File: config.mk
export PLATFORM = sky130hd
export DESIGN_NAME = circuit_4_5_bist
export DESIGN_NICKNAME = d
export VERILOG_FILES = /design/src/rtl/circuit_4_5_pkg.sv /design/src/rtl/circuit_4_5_misr.sv /design/src/rtl/circuit_4_5_bist.sv
export SDC_FILE = /design/constraint.sdc
export NUM_CORES = 1
export LEC_CHECK = 0
export CORE_MARGIN = 1
export CORE_UTILIZATION = 35
export DETAILED_ROUTE_END_ITERATION = 8
export PLACE_DENSITY = 0.58
export REMOVE_ABC_BUFFERS = 1
export SETUP_SLACK_MARGIN = 0.5
export SYNTH_ARGS = -nofsm -noshare
export SYNTH_HDL_FRONTEND = slang
export SYNTH_SLANG_ARGS = --single-unit
export TNS_END_PERCENT = 10
File: constraint.sdc
create_clock -name clk -period 1.8 [get_ports clk]
set_input_delay 0.45 -clock clk [delete_from_list [all_inputs] [get_ports clk]]
set_output_delay 0.45 -clock clk [all_outputs]
set_load 0.02 [all_outputs]
File: src/rtl/circuit_4_5_pkg.sv
// Shared definitions for the circuit_4_5 self-test engine.
// Holds the FSM state encoding, the golden ABC table of the converter,
// and the MISR seed, feedback tap mask and fault-free signature.
package circuit_4_5_pkg;

    typedef enum logic [2:0] {
        IDLE  = 3'd0,
        APPLY = 3'd1,
        WAIT  = 3'd2,
        CHECK = 3'd3,
        DONE  = 3'd4
    } state_t;

    localparam logic [7:0] MISR_SEED   = 8'hFF;
    // Feedback taps at bits 7,5,4,3.
    localparam logic [7:0] MISR_TAPS   = 8'hB8;
    // Signature of a complete fault-free sweep.
    localparam logic [7:0] MISR_GOLDEN = 8'h04;

    // Expected {A,B,C} of a fault-free converter for input vector {x,y,z}.
    function automatic logic [2:0] golden_abc(input logic [2:0] vec);
        logic [2:0] abc;
        case (vec)
            3'd0:    abc = 3'd2;
            3'd1:    abc = 3'd3;
            3'd2:    abc = 3'd4;
            3'd3:    abc = 3'd5;
            3'd4:    abc = 3'd1;
            3'd5:    abc = 3'd2;
            3'd6:    abc = 3'd3;
            default: abc = 3'd4;
        endcase
        return abc;
    endfunction

endpackage

File: src/rtl/circuit_4_5_misr.sv
// 8-bit multiple-input signature register compacting the sampled ABC responses.
// Ports: clk, rst (sync, active-high), clear (load seed), enable (absorb data), data[2:0], sig[7:0].
// Latency: sig reflects a clear/enable on the following edge; clear wins over enable.
module circuit_4_5_misr
    import circuit_4_5_pkg::*;
(
    input  logic       clk,
    input  logic       rst,
    input  logic       clear,
    input  logic       enable,
    input  logic [2:0] data,
    output logic [7:0] sig
);

    logic feedback;

    assign feedback = ^(sig & MISR_TAPS);

    always_ff @(posedge clk) begin
        if (rst) begin
            sig <= 8'h00;
        end else if (clear) begin
            sig <= MISR_SEED;
        end else if (enable) begin
            sig <= {sig[6:0], feedback} ^ {5'b0, data};
        end
    end

endmodule

File: src/rtl/circuit_4_5_bist.sv
// Closed-loop self-test for the circuit_4_5 converter: sweeps x,y,z over all 8
// vectors, waits SETTLE_CYCLES after each, samples A,B,C and checks the golden table.
// Ports: clk, rst, start in; x,y,z out; A,B,C in; busy/done/pass/err_count/fail_vld/fail_vec/sig out.
// Optional MISR signature on sig when CIRCUIT_4_5_BIST_MISR_EN is defined, else sig is 0.
module circuit_4_5_bist
    import circuit_4_5_pkg::*;
#(
    parameter int SETTLE_CYCLES = 1,
    parameter int ERR_W         = 4
) (
    input  logic             clk,
    input  logic             rst,
    input  logic             start,
    output logic             x,
    output logic             y,
    output logic             z,
    input  logic             A,
    input  logic             B,
    input  logic             C,
    output logic             busy,
    output logic             done,
    output logic             pass,
    output logic [ERR_W-1:0] err_count,
    output logic             fail_vld,
    output logic [2:0]       fail_vec,
    output logic [7:0]       sig
);

    localparam logic [3:0]       SETTLE  = 4'(SETTLE_CYCLES);
    localparam logic [ERR_W-1:0] ERR_MAX = '1;

    state_t     state, state_nxt;
    logic [2:0] vec;
    logic [3:0] cnt;
    logic       launch, load_cnt, dec_cnt, check_en, finish;
    logic       mismatch;

    assign {x, y, z} = vec;
    assign mismatch  = ({A, B, C} != golden_abc(vec));

    always_ff @(posedge clk) begin
        if (rst) begin
            state <= IDLE;
        end else begin
            state <= state_nxt;
        end
    end

    // DONE is entered with busy still high; the first DONE cycle publishes the
    // result, so a start held high is only honoured from the following cycle.
    always_comb begin
        state_nxt = state;
        launch    = 1'b0;
        load_cnt  = 1'b0;
        dec_cnt   = 1'b0;
        check_en  = 1'b0;
        finish    = 1'b0;
        case (state)
            IDLE: begin
                if (start) begin
                    launch    = 1'b1;
                    state_nxt = APPLY;
                end
            end
            APPLY: begin
                load_cnt  = 1'b1;
                state_nxt = (SETTLE_CYCLES == 0) ? CHECK : WAIT;
            end
            WAIT: begin
                dec_cnt = 1'b1;
                if (cnt == 4'd1) begin
                    state_nxt = CHECK;
                end
            end
            CHECK: begin
                check_en  = 1'b1;
                state_nxt = (vec == 3'd7) ? DONE : APPLY;
            end
            DONE: begin
                if (busy) begin
                    finish = 1'b1;
                end else if (start) begin
                    launch    = 1'b1;
                    state_nxt = APPLY;
                end
            end
            default: state_nxt = IDLE;
        endcase
    end

    always_ff @(posedge clk) begin
        if (rst) begin
            vec       <= 3'd0;
            cnt       <= 4'd0;
            busy      <= 1'b0;
            done      <= 1'b0;
            pass      <= 1'b0;
            err_count <= '0;
            fail_vld  <= 1'b0;
            fail_vec  <= 3'd0;
        end else begin
            if (launch) begin
                vec       <= 3'd0;
                busy      <= 1'b1;
                done      <= 1'b0;
                pass      <= 1'b0;
                err_count <= '0;
                fail_vld  <= 1'b0;
                fail_vec  <= 3'd0;
            end
            if (load_cnt) begin
                cnt <= SETTLE;
            end else if (dec_cnt) begin
                cnt <= cnt - 4'd1;
            end
            if (check_en) begin
                if (mismatch) begin
                    if (err_count != ERR_MAX) begin
                        err_count <= err_count + ERR_W'(1);
                    end
                    if (!fail_vld) begin
                        fail_vld <= 1'b1;
                        fail_vec <= vec;
                    end
                end
                if (vec != 3'd7) begin
                    vec <= vec + 3'd1;
                end
            end
            if (finish) begin
                busy <= 1'b0;
                done <= 1'b1;
                pass <= (err_count == '0);
            end
        end
    end

`ifdef CIRCUIT_4_5_BIST_MISR_EN
    circuit_4_5_misr u_misr (
        .clk    (clk),
        .rst    (rst),
        .clear  (launch),
        .enable (check_en),
        .data   ({A, B, C}),
        .sig    (sig)
    );
`else
    assign sig = 8'h00;
`endif

endmodule

==> results of run 1 <==
## metrics by stage
| step | setup TNS (ns) | area (sq um) | instances |
|---|---|---|---|
| 6_report | -0.244 | 1710 | 244 |
| 5_1_grt | -1.15 | 1710 | 244 |
| 4_1_cts | -0.236 | 1680 | 244 |
| 3_5_place_dp | -1.73 | 1590 | 239 |
| 3_3_place_gp | -1.00 | 1590 | 239 |
| 2_1_floorplan | -1.38 | 1230 | 159 |
## Yosys cell counts, types with 3 or more instances
master,count
nand3_1,3
clkbuf_1,5
dfxtp_1,21
nand2_1,15
nor3_1,5
nand3b_1,4
nand2b_1,5
a21oi_1,19
buf_4,8
xor2_1,3
mux2i_1,5
nor2_1,24
ha_1,10
o21ai_0,6
inv_1,10
## what timing repair did
item,4_1_cts,5_1_grt
pin swaps,4,3
endpoints found under the setup margin,26,29
endpoints found under the hold margin,0,0
resized for setup,74,17
setup buffers,1,0
## per-layer routing
metal / global-route usage, % / routed length [um]
met1: 19.9 / 1310
met2: 25.1 / 1260
met3: 2.19 / 113
met4: 5.23 / 40
met5: 0 / 0
## state kept, by name, indices dropped and copies added, names as in the netlist
register / flops
cnt: 4
vec: 3
pass: 1
busy: 1
state: 3
done: 1
fail_vec: 3
fail_vld: 1
err_count: 4
## report_power, final
| part | internal (mW) | switching, mW |
|---|---|---|
| Sequential | 0.486 | 0.0249 |
| Combinational | 0.110 | 0.144 |
| Clock | 0.0831 | 0.153 |
| Total | 0.679 | 0.322 |
## cell type report
class	instances	area, sq um	share of cell area [%]
sequential	21	442	25.9
multi-input combinational	128	843	49.4
clock buffer	3	22.5	1.32
inverter	10	37.5	2.20
tap	46	57.6	3.37
timing repair buffer	35	298	17.5
clock inverter	1	5.00	0.293
## placed cells by master (no fill, tap or decap), drive strengths merged
master	instances
o31a	1
dlygate4sd2	1
clkdlybuf4s15	2
nor4b	1
or4	1
and2	1
nand2	15
nor3	5
nand4b	1
or3	2
o22ai	1
or2b	1
nor2b	1
or2	1
inv	10
xnor2	2
nand3	3
o31ai	2
nor2	24
o21ai	6
clkinv	1
nand3b	4
conb	8
o211ai	2
a311oi	1
clkdlybuf4s50	5
dfxtp	21
mux2i	5
clkbuf	5
buf	25
a31oi	1
xor2	3
nand2b	5
ha	10
a21oi	21
## worst min-delay path by stage
stage | start | to | slack, ns | cells after the start
2_1_floorplan | cnt[3] | cnt[3] | 0.47 | 2
3_3_place_gp | pass | pass | 0.46 | 2
3_5_place_dp | pass | pass | 0.47 | 2
4_1_cts | pass | pass | 0.48 | 2
5_1_grt | fail_vec[0] | fail_vec[0] | 0.52 | 2
6_report | pass | pass | 0.48 | 2
## cell families after synthesis
logic type,count (synthesis),share of synthesized area (%)
and+or+nand+nor,65,24.3
AOI/OAI and AO/OA,35,16.3
buffers and inverters,23,9.09
DFF,21,32.8
adders and majority gates,10,9.78
xor gates and xnor gates,5,3.42
muxes,5,3.91
other,1,0.293
## critical path, cell delays in order (launching register included)
cell and delay [ns]:
dfxtp_4 0.39, ha_2 0.21, ha_1 0.19, a31oi_2 0.16
xnor2_1 0.11, o31a_1 0.28, or3_4 0.38, a21oi_2 0.11
==> impl_metrics.env, run 1 <==
export IMPL_min_path_type="flip-flop to flip-flop"
export IMPL_ys_seq_elements=21
export IMPL_final_core_util_pct=49.9
export IMPL_setup_viol=6
export IMPL_routedWlPerCell_um=11.1
export IMPL_cts_tree="done"
export IMPL_postSynthAreaPerCell_sq_um=7.76
export IMPL_numCtsBuffers=3
export IMPL_rows=21
export IMPL_violations="negative setup slack"
export IMPL_synth_area_sq_um=1280
export IMPL_clk_pin_slew_ns=0.13
export IMPL_antenna_cells=0
export IMPL_drt_vias_per_instance=4.86
export IMPL_clockRootBuffer="clkbuf_4"
export IMPL_portBuffers=19
export IMPL_overflow=0
export IMPL_drc=0
export IMPL_rsz0062_at_grt="yes"
export IMPL_ys_flop_type="dfxtp_1"
export IMPL_syn_to_final_growth_pct=33.2
export IMPL_grt_max_degree=15
export IMPL_core_sq_um=3420
export IMPL_nFillCells=348
export IMPL_finalHoldViolations=0
export IMPL_antenna_found_initial=0
export IMPL_die_x_um=62.5
export IMPL_fin_ws_ns=-0.0903
export IMPL_ys_types=32
export IMPL_htree_levels=1
export IMPL_rrSetupSlack_ns=-0.09
export IMPL_max_cap_violations=0
export IMPL_dp_slack_ns=-0.281
export IMPL_r2r_start="vec[1]"
export IMPL_period_needed_ns=1.89
export IMPL_clkSinkCount=21
export IMPL_grt_pass1_vias=1159
export IMPL_synth_edff_count=0
export IMPL_async_reset_ff_share_pct=0
export IMPL_firstDrtPassIters=4
export IMPL_vdd_drop_max_mv=0.249
export IMPL_grt_pass1_wl_mm=4.88
export IMPL_grt_usage_pct=15.2
export IMPL_endpoint_kind="flip-flop"
export IMPL_num_vias=1187
export IMPL_maxSlewViolCount=0
export IMPL_path_class="flip-flop to flip-flop"
export IMPL_insertion_delay_ns=0.31
export IMPL_p_leak_nw=0.687
export IMPL_hold_buffers=0
export IMPL_start_kind="flip-flop"
export IMPL_synth_largest_area_cell="dfxtp_1"
export IMPL_yosys_area_top_type_share_pct=32.8
export IMPL_crit_end="err_count[0]"
export IMPL_synth_cells=165
export IMPL_r2r_end="err_count[0]"
export IMPL_die_h_um=62.5
export IMPL_power_density_nw_per_um2=587
export IMPL_crit_required_ns=2.06
export IMPL_ioPinCount=28
export IMPL_hold_ws_ns=0.484
export IMPL_ant_nets=0
export IMPL_path_max_fanout=6
export IMPL_finClkSkew_ns=0.00705
export IMPL_min_period_over_period_pct=105
export IMPL_crit_start="vec[1]"
export IMPL_dieArea_sq_um=3900
export IMPL_dr_first_iter_drc_count=23
export IMPL_initial_utilization_pct=37.5
export IMPL_rr_worst_depth=7
export IMPL_clock_path_buffers=2
export IMPL_layout_nets=215
export IMPL_routed_wirelength_mm=2.71
export IMPL_p_total_mw=1.00
export IMPL_status="finished with violations"
export IMPL_synth_area_leaders="dfxtp_1 (33%), ha_1 (9.8%), a21oi_1 (7.4%)"
export IMPL_cp_arrival_ns=2.15
export IMPL_dp_hpwl_mm=2.02
export IMPL_gp_congestion=0.791
export IMPL_drive_gt1_share_pct=30.8
export IMPL_yosys_warnings=0
export IMPL_max_freq_mhz=529
export IMPL_ys_seq_area_share_pct=32.8
No activity file was read; power rests on OpenSTA's default activity.
==> inputs of run 2 (changes only) <==
- RECOVER_POWER: unset -> 100
==> impl_metrics.env, run 2 (same netlist as run 1, synthesis figures left out) <==
export IMPL_maxSlewViolCount=0
export IMPL_nFillCells=354
export IMPL_slew_limit_headroom_pct=58.6
export IMPL_min_period_over_period_pct=105
export IMPL_dpl_instance_area_sq_um=1590
export IMPL_power_density_nw_per_um2=594
export IMPL_core_sq_um=3420
export IMPL_antenna_found_initial=0
export IMPL_routedWlPerCell_um=11.1
export IMPL_max_cap_violations=0
export IMPL_setup_viol=7
export IMPL_status="finished with violations"
export IMPL_finClkSkew_ns=0.00639
export IMPL_ioPinCount=28
export IMPL_htree_levels=1
export IMPL_overflow=0
export IMPL_final_area_sq_um=1680
export IMPL_ant_nets=0
export IMPL_path_class="flip-flop to flip-flop"
export IMPL_period_needed_ns=1.89
export IMPL_path_max_fanout=6
export IMPL_tightest_slew_ns=0.621
export IMPL_gp_congestion=0.791
export IMPL_cts_tree="done"
export IMPL_final_common_cell="nor2_1"
export IMPL_dr_first_iter_drc_count=23
export IMPL_p_leak_nw=0.662
export IMPL_hold_buffers=0
export IMPL_routed_wirelength_mm=2.72
export IMPL_rows=21
export IMPL_layout_nets=215
export IMPL_firstDrtPassIters=4
export IMPL_endpoint_kind="flip-flop"
export IMPL_portBuffers=19
export IMPL_fin_ws_ns=-0.0903
export IMPL_insertion_delay_ns=0.31
export IMPL_cp_arrival_ns=2.15
export IMPL_reg_top3="cnt x4, err_count x4"
export IMPL_clock_path_buffers=2
export IMPL_seqCellArea_sq_um=439
export IMPL_finalHoldViolations=0
export IMPL_clockRootBuffer="clkbuf_4"
export IMPL_layout_common_cells="nor2_1 (22), a21oi_1 (19), buf_4 (16), nand2_1 (15), dfxtp_1 (14)"
export IMPL_drt_vias_per_instance=4.87
export IMPL_multi_input_area_sq_um=843
export IMPL_die_x_um=62.5
export IMPL_initial_utilization_pct=37.5
export IMPL_grt_pass1_vias=1159
export IMPL_syn_to_final_growth_pct=31.6
export IMPL_antenna_cells=0
export IMPL_drc=0
export IMPL_start_kind="flip-flop"
export IMPL_min_path_type="flip-flop to flip-flop"
export IMPL_grt_max_degree=15
export IMPL_rsz0062_at_grt="yes"
export IMPL_crit_required_ns=2.06
export IMPL_crit_chain="ha_2 -> ha_1 -> a31oi_2 -> xnor2_1 -> o31a_1 -> or3_4 -> a21oi_2"
export IMPL_die_h_um=62.5
export IMPL_grt_usage_pct=15.2
export IMPL_drive_gt1_share_pct=26.3
export IMPL_clkSinkCount=21
export IMPL_p_total_mw=1.00
export IMPL_slowest_stage="dfxtp_4"
export IMPL_violations="negative setup slack"
export IMPL_dieArea_sq_um=3900
export IMPL_num_vias=1188
export IMPL_grt_pass1_wl_mm=4.88
export IMPL_max_freq_mhz=529
export IMPL_clk_pin_slew_ns=0.13
export IMPL_vdd_drop_max_mv=0.249
export IMPL_dp_hpwl_mm=2.02
export IMPL_numCtsBuffers=3
export IMPL_critPathMaxStageDelay_ns=0.39
[run 2: per-layer routing]
metal  GRT usage [%]  part of all wire, %  up-vias
li1                -                    -      607
met1            19.9                   48      544
met2            25.1                   46       33
met3            2.19                  3.9        4
met4            5.23                  1.5        0
met5               0                    0        -
[run 2: through the flow]
stage | utilization (%) | worst slack [ns] | hold slack, ns | TNS [ns] | cells
detailed placement | 46.5 | -0.281 | 0.469 | -1.73 | 239
floorplan | - | -0.284 | 0.470 | -1.38 | 159
finish | 49.3 | -0.0903 | 0.488 | -0.244 | 244
CTS | 49.2 | -0.106 | 0.484 | -0.236 | 244
global placement | 46.5 | -0.173 | 0.460 | -1.00 | 239
global route | 49.3 | -0.171 | 0.522 | -1.24 | 244
[run 2: repair_timing]
| action | CTS | global route |
|---|---|---|
| setup buffers | 1 | 0 |
| setup endpoints to repair | 26 | 29 |
| gates resized for setup | 74 | 17 |
| pin swaps | 4 | 3 |
[run 2: cell type report]
| type | count | share of cell area [%] |
|---|---|---|
| clock buffers | 3 | 1.34 |
| clock inverters | 1 | 0.297 |
| inverters | 10 | 2.23 |
| multi-input cells | 128 | 50.1 |
| flip-flops and latches | 21 | 26.1 |
| well taps | 46 | 3.42 |
| repair buffers | 35 | 16.6 |
[run 2: critical path: cells and delay by family, from the launching register on]
kind	cells	cell delay, ns
flip-flops	1	0.39
AO/OA/AOI/OAI	3	0.55
adder cells (fa/ha/maj)	2	0.40
XOR/XNOR	1	0.11
AND/OR/NAND/NOR	1	0.38
[run 2: where the power goes]
| part | leakage (nW) | switching [mW] | internal (mW) |
|---|---|---|---|
| clock | 0.0177 | 0.154 | 0.0831 |
| sequential | 0.175 | 0.0249 | 0.486 |
| combinational | 0.469 | 0.144 | 0.108 |
[run 2: worst paths after layout]
check | start | endpoint | slack, ns | cells past startpoint
hold / removal | pass | pass | 0.49 | 2
setup / recovery | vec[1] | err_count[0] | -0.09 | 7
setup reg to reg | vec[1] | err_count[0] | -0.09 | 7
hold reg to reg | pass | pass | 0.49 | 2
==> inputs of run 3 (changes only) <==
- CORE_MARGIN: 1 -> 10
==> impl_metrics.env, run 3 (same netlist as run 1, synthesis figures left out) <==
export IMPL_fin_ws_ns=-0.197
export IMPL_clockRootBuffer="clkbuf_8"
export IMPL_final_common_cell="nor2_1"
export IMPL_cts_tree="done"
export IMPL_tightest_slew_ns=0.575
export IMPL_crit_chain="inv_4 -> ha_4 -> nor2_1 -> a21oi_1 -> xor2_1 -> o31ai_4 -> or4_1 -> o211ai_1"
export IMPL_final_area_sq_um=1750
export IMPL_overflow=0
export IMPL_antenna_found_initial=0
export IMPL_finClkSkew_ns=0.00143
export IMPL_drc=0
export IMPL_die_x_um=80.5
export IMPL_finalHoldViolations=0
export IMPL_path_class="flip-flop to flip-flop"
export IMPL_antenna_cells=0
export IMPL_start_kind="flip-flop"
export IMPL_layout_nets=215
export IMPL_grt_pass1_vias=1259
export IMPL_num_vias=1226
export IMPL_routed_wirelength_mm=3.39
export IMPL_syn_to_final_growth_pct=36.5
export IMPL_critPathMaxStageDelay_ns=0.49
export IMPL_htree_levels=1
export IMPL_gp_congestion=0.808
export IMPL_dpl_instance_area_sq_um=1600
export IMPL_rows=21
export IMPL_insertion_delay_ns=0.26
export IMPL_initial_utilization_pct=37.2
export IMPL_violations="negative setup slack"
export IMPL_min_path_type="flip-flop to flip-flop"
export IMPL_nFillCells=349
export IMPL_layout_common_cells="nor2_1 (21), a21oi_1 (17), nand2_1 (15), dfxtp_1 (14), buf_4 (14)"
export IMPL_ioPinCount=28
export IMPL_maxSlewViolCount=0
export IMPL_slowest_stage="or4_1"
export IMPL_final_core_util_pct=50.7
export IMPL_core_sq_um=3440
export IMPL_vdd_drop_max_mv=0.242
export IMPL_status="finished with violations"
export IMPL_clock_path_buffers=2
export IMPL_dp_cells=239
export IMPL_drive_gt1_share_pct=26.3
export IMPL_period_needed_ns=2.00
export IMPL_reg_top3="cnt x4, err_count x4"
export IMPL_die_h_um=80.5
export IMPL_cp_arrival_ns=2.18
export IMPL_grt_use_met2_pct=21.2
export IMPL_clk_pin_slew_ns=0.07
export IMPL_dp_slack_ns=-0.225
export IMPL_grt_usage_pct=10.8
export IMPL_dieArea_sq_um=6480
export IMPL_crit_required_ns=1.99
export IMPL_slew_limit_headroom_pct=61.7
export IMPL_p_total_mw=1.09
export IMPL_firstDrtPassIters=5
export IMPL_use_met3_pct=2.23
export IMPL_grt_pass1_wl_mm=5.62
export IMPL_power_density_nw_per_um2=622
export IMPL_max_cap_violations=0
export IMPL_portBuffers=19
export IMPL_numCtsBuffers=3
export IMPL_clkSinkCount=21
export IMPL_path_max_fanout=5
export IMPL_dp_hpwl_mm=2.41
export IMPL_routedWlPerCell_um=13.9
export IMPL_layoutNonFillerInstCount=244
export IMPL_p_leak_nw=0.677
export IMPL_setup_viol=7
export IMPL_rsz0062_at_grt="yes"
export IMPL_use_met1_pct=10.4
export IMPL_dr_first_iter_drc_count=68
export IMPL_ant_nets=0
export IMPL_max_freq_mhz=501
export IMPL_drt_vias_per_instance=5.02
export IMPL_hold_ws_ns=0.472
export IMPL_grt_max_degree=26
export IMPL_busiest_layer="met2"
export IMPL_min_period_over_period_pct=111
export IMPL_endpoint_kind="flip-flop"
export IMPL_tns_ns=-0.748
[run 3: changes by cell type in the layout (fill, tap and decap cells not counted), sizes merged]
cell           delta
dlymetal6s2s      +1
buf               -3
clkinv            -1
clkdlybuf4s25     -1
clkbuf            +5
dlygate4sd2       -1
[run 3: layer usage]
layer	share of wire (%)	vias to the layer above
li1	-	607
met1	39	577
met2	52	33
met3	5.8	9
met4	3.1	0
met5	0	-
[run 3: worst paths after layout]
path         cells after the start  slack, ns    from            to
min                              2       0.47    pass          pass
max reg2reg                      8      -0.20  vec[1]  err_count[3]
min reg2reg                      2       0.47    pass          pass
max                              8      -0.20  vec[1]  err_count[3]
[run 3: report_power, final]
| group | switching [mW] | leakage (nW) | internal [mW] |
|---|---|---|---|
| Combinational | 0.155 | 0.480 | 0.110 |
| Clock | 0.153 | 0.0228 | 0.158 |
| Sequential | 0.0247 | 0.174 | 0.485 |
[run 3: cell type report]
class	count	area (sq um)	area share, %
repair buffers	35	270	15.5
well taps	46	57.6	3.30
inverters	10	42.5	2.44
flip-flops and latches	21	437	25.0
multi-input cells	128	895	51.2
clock buffers	4	45.0	2.58
[run 3: worst max-delay path, delay by kind of cell (launching register included)]
| kind | cells | cell delay, ns |
|---|---|---|
| buffers and inverters | 1 | 0.09 |
| and+or+nand+nor | 2 | 0.55 |
| AOI/OAI and AO/OA | 3 | 0.45 |
| xor gates and xnor gates | 1 | 0.31 |
| DFF | 1 | 0.38 |
| adders and majority gates | 1 | 0.14 |
[run 3: repair_timing]
item / CTS / global route
hold buffers: 0 / 0
pin swaps: 2 / 9
gates resized for setup: 68 / 30
setup buffers: 0 / 1
setup endpoints to repair: 28 / 22
endpoints found under the hold margin: 0 / 0
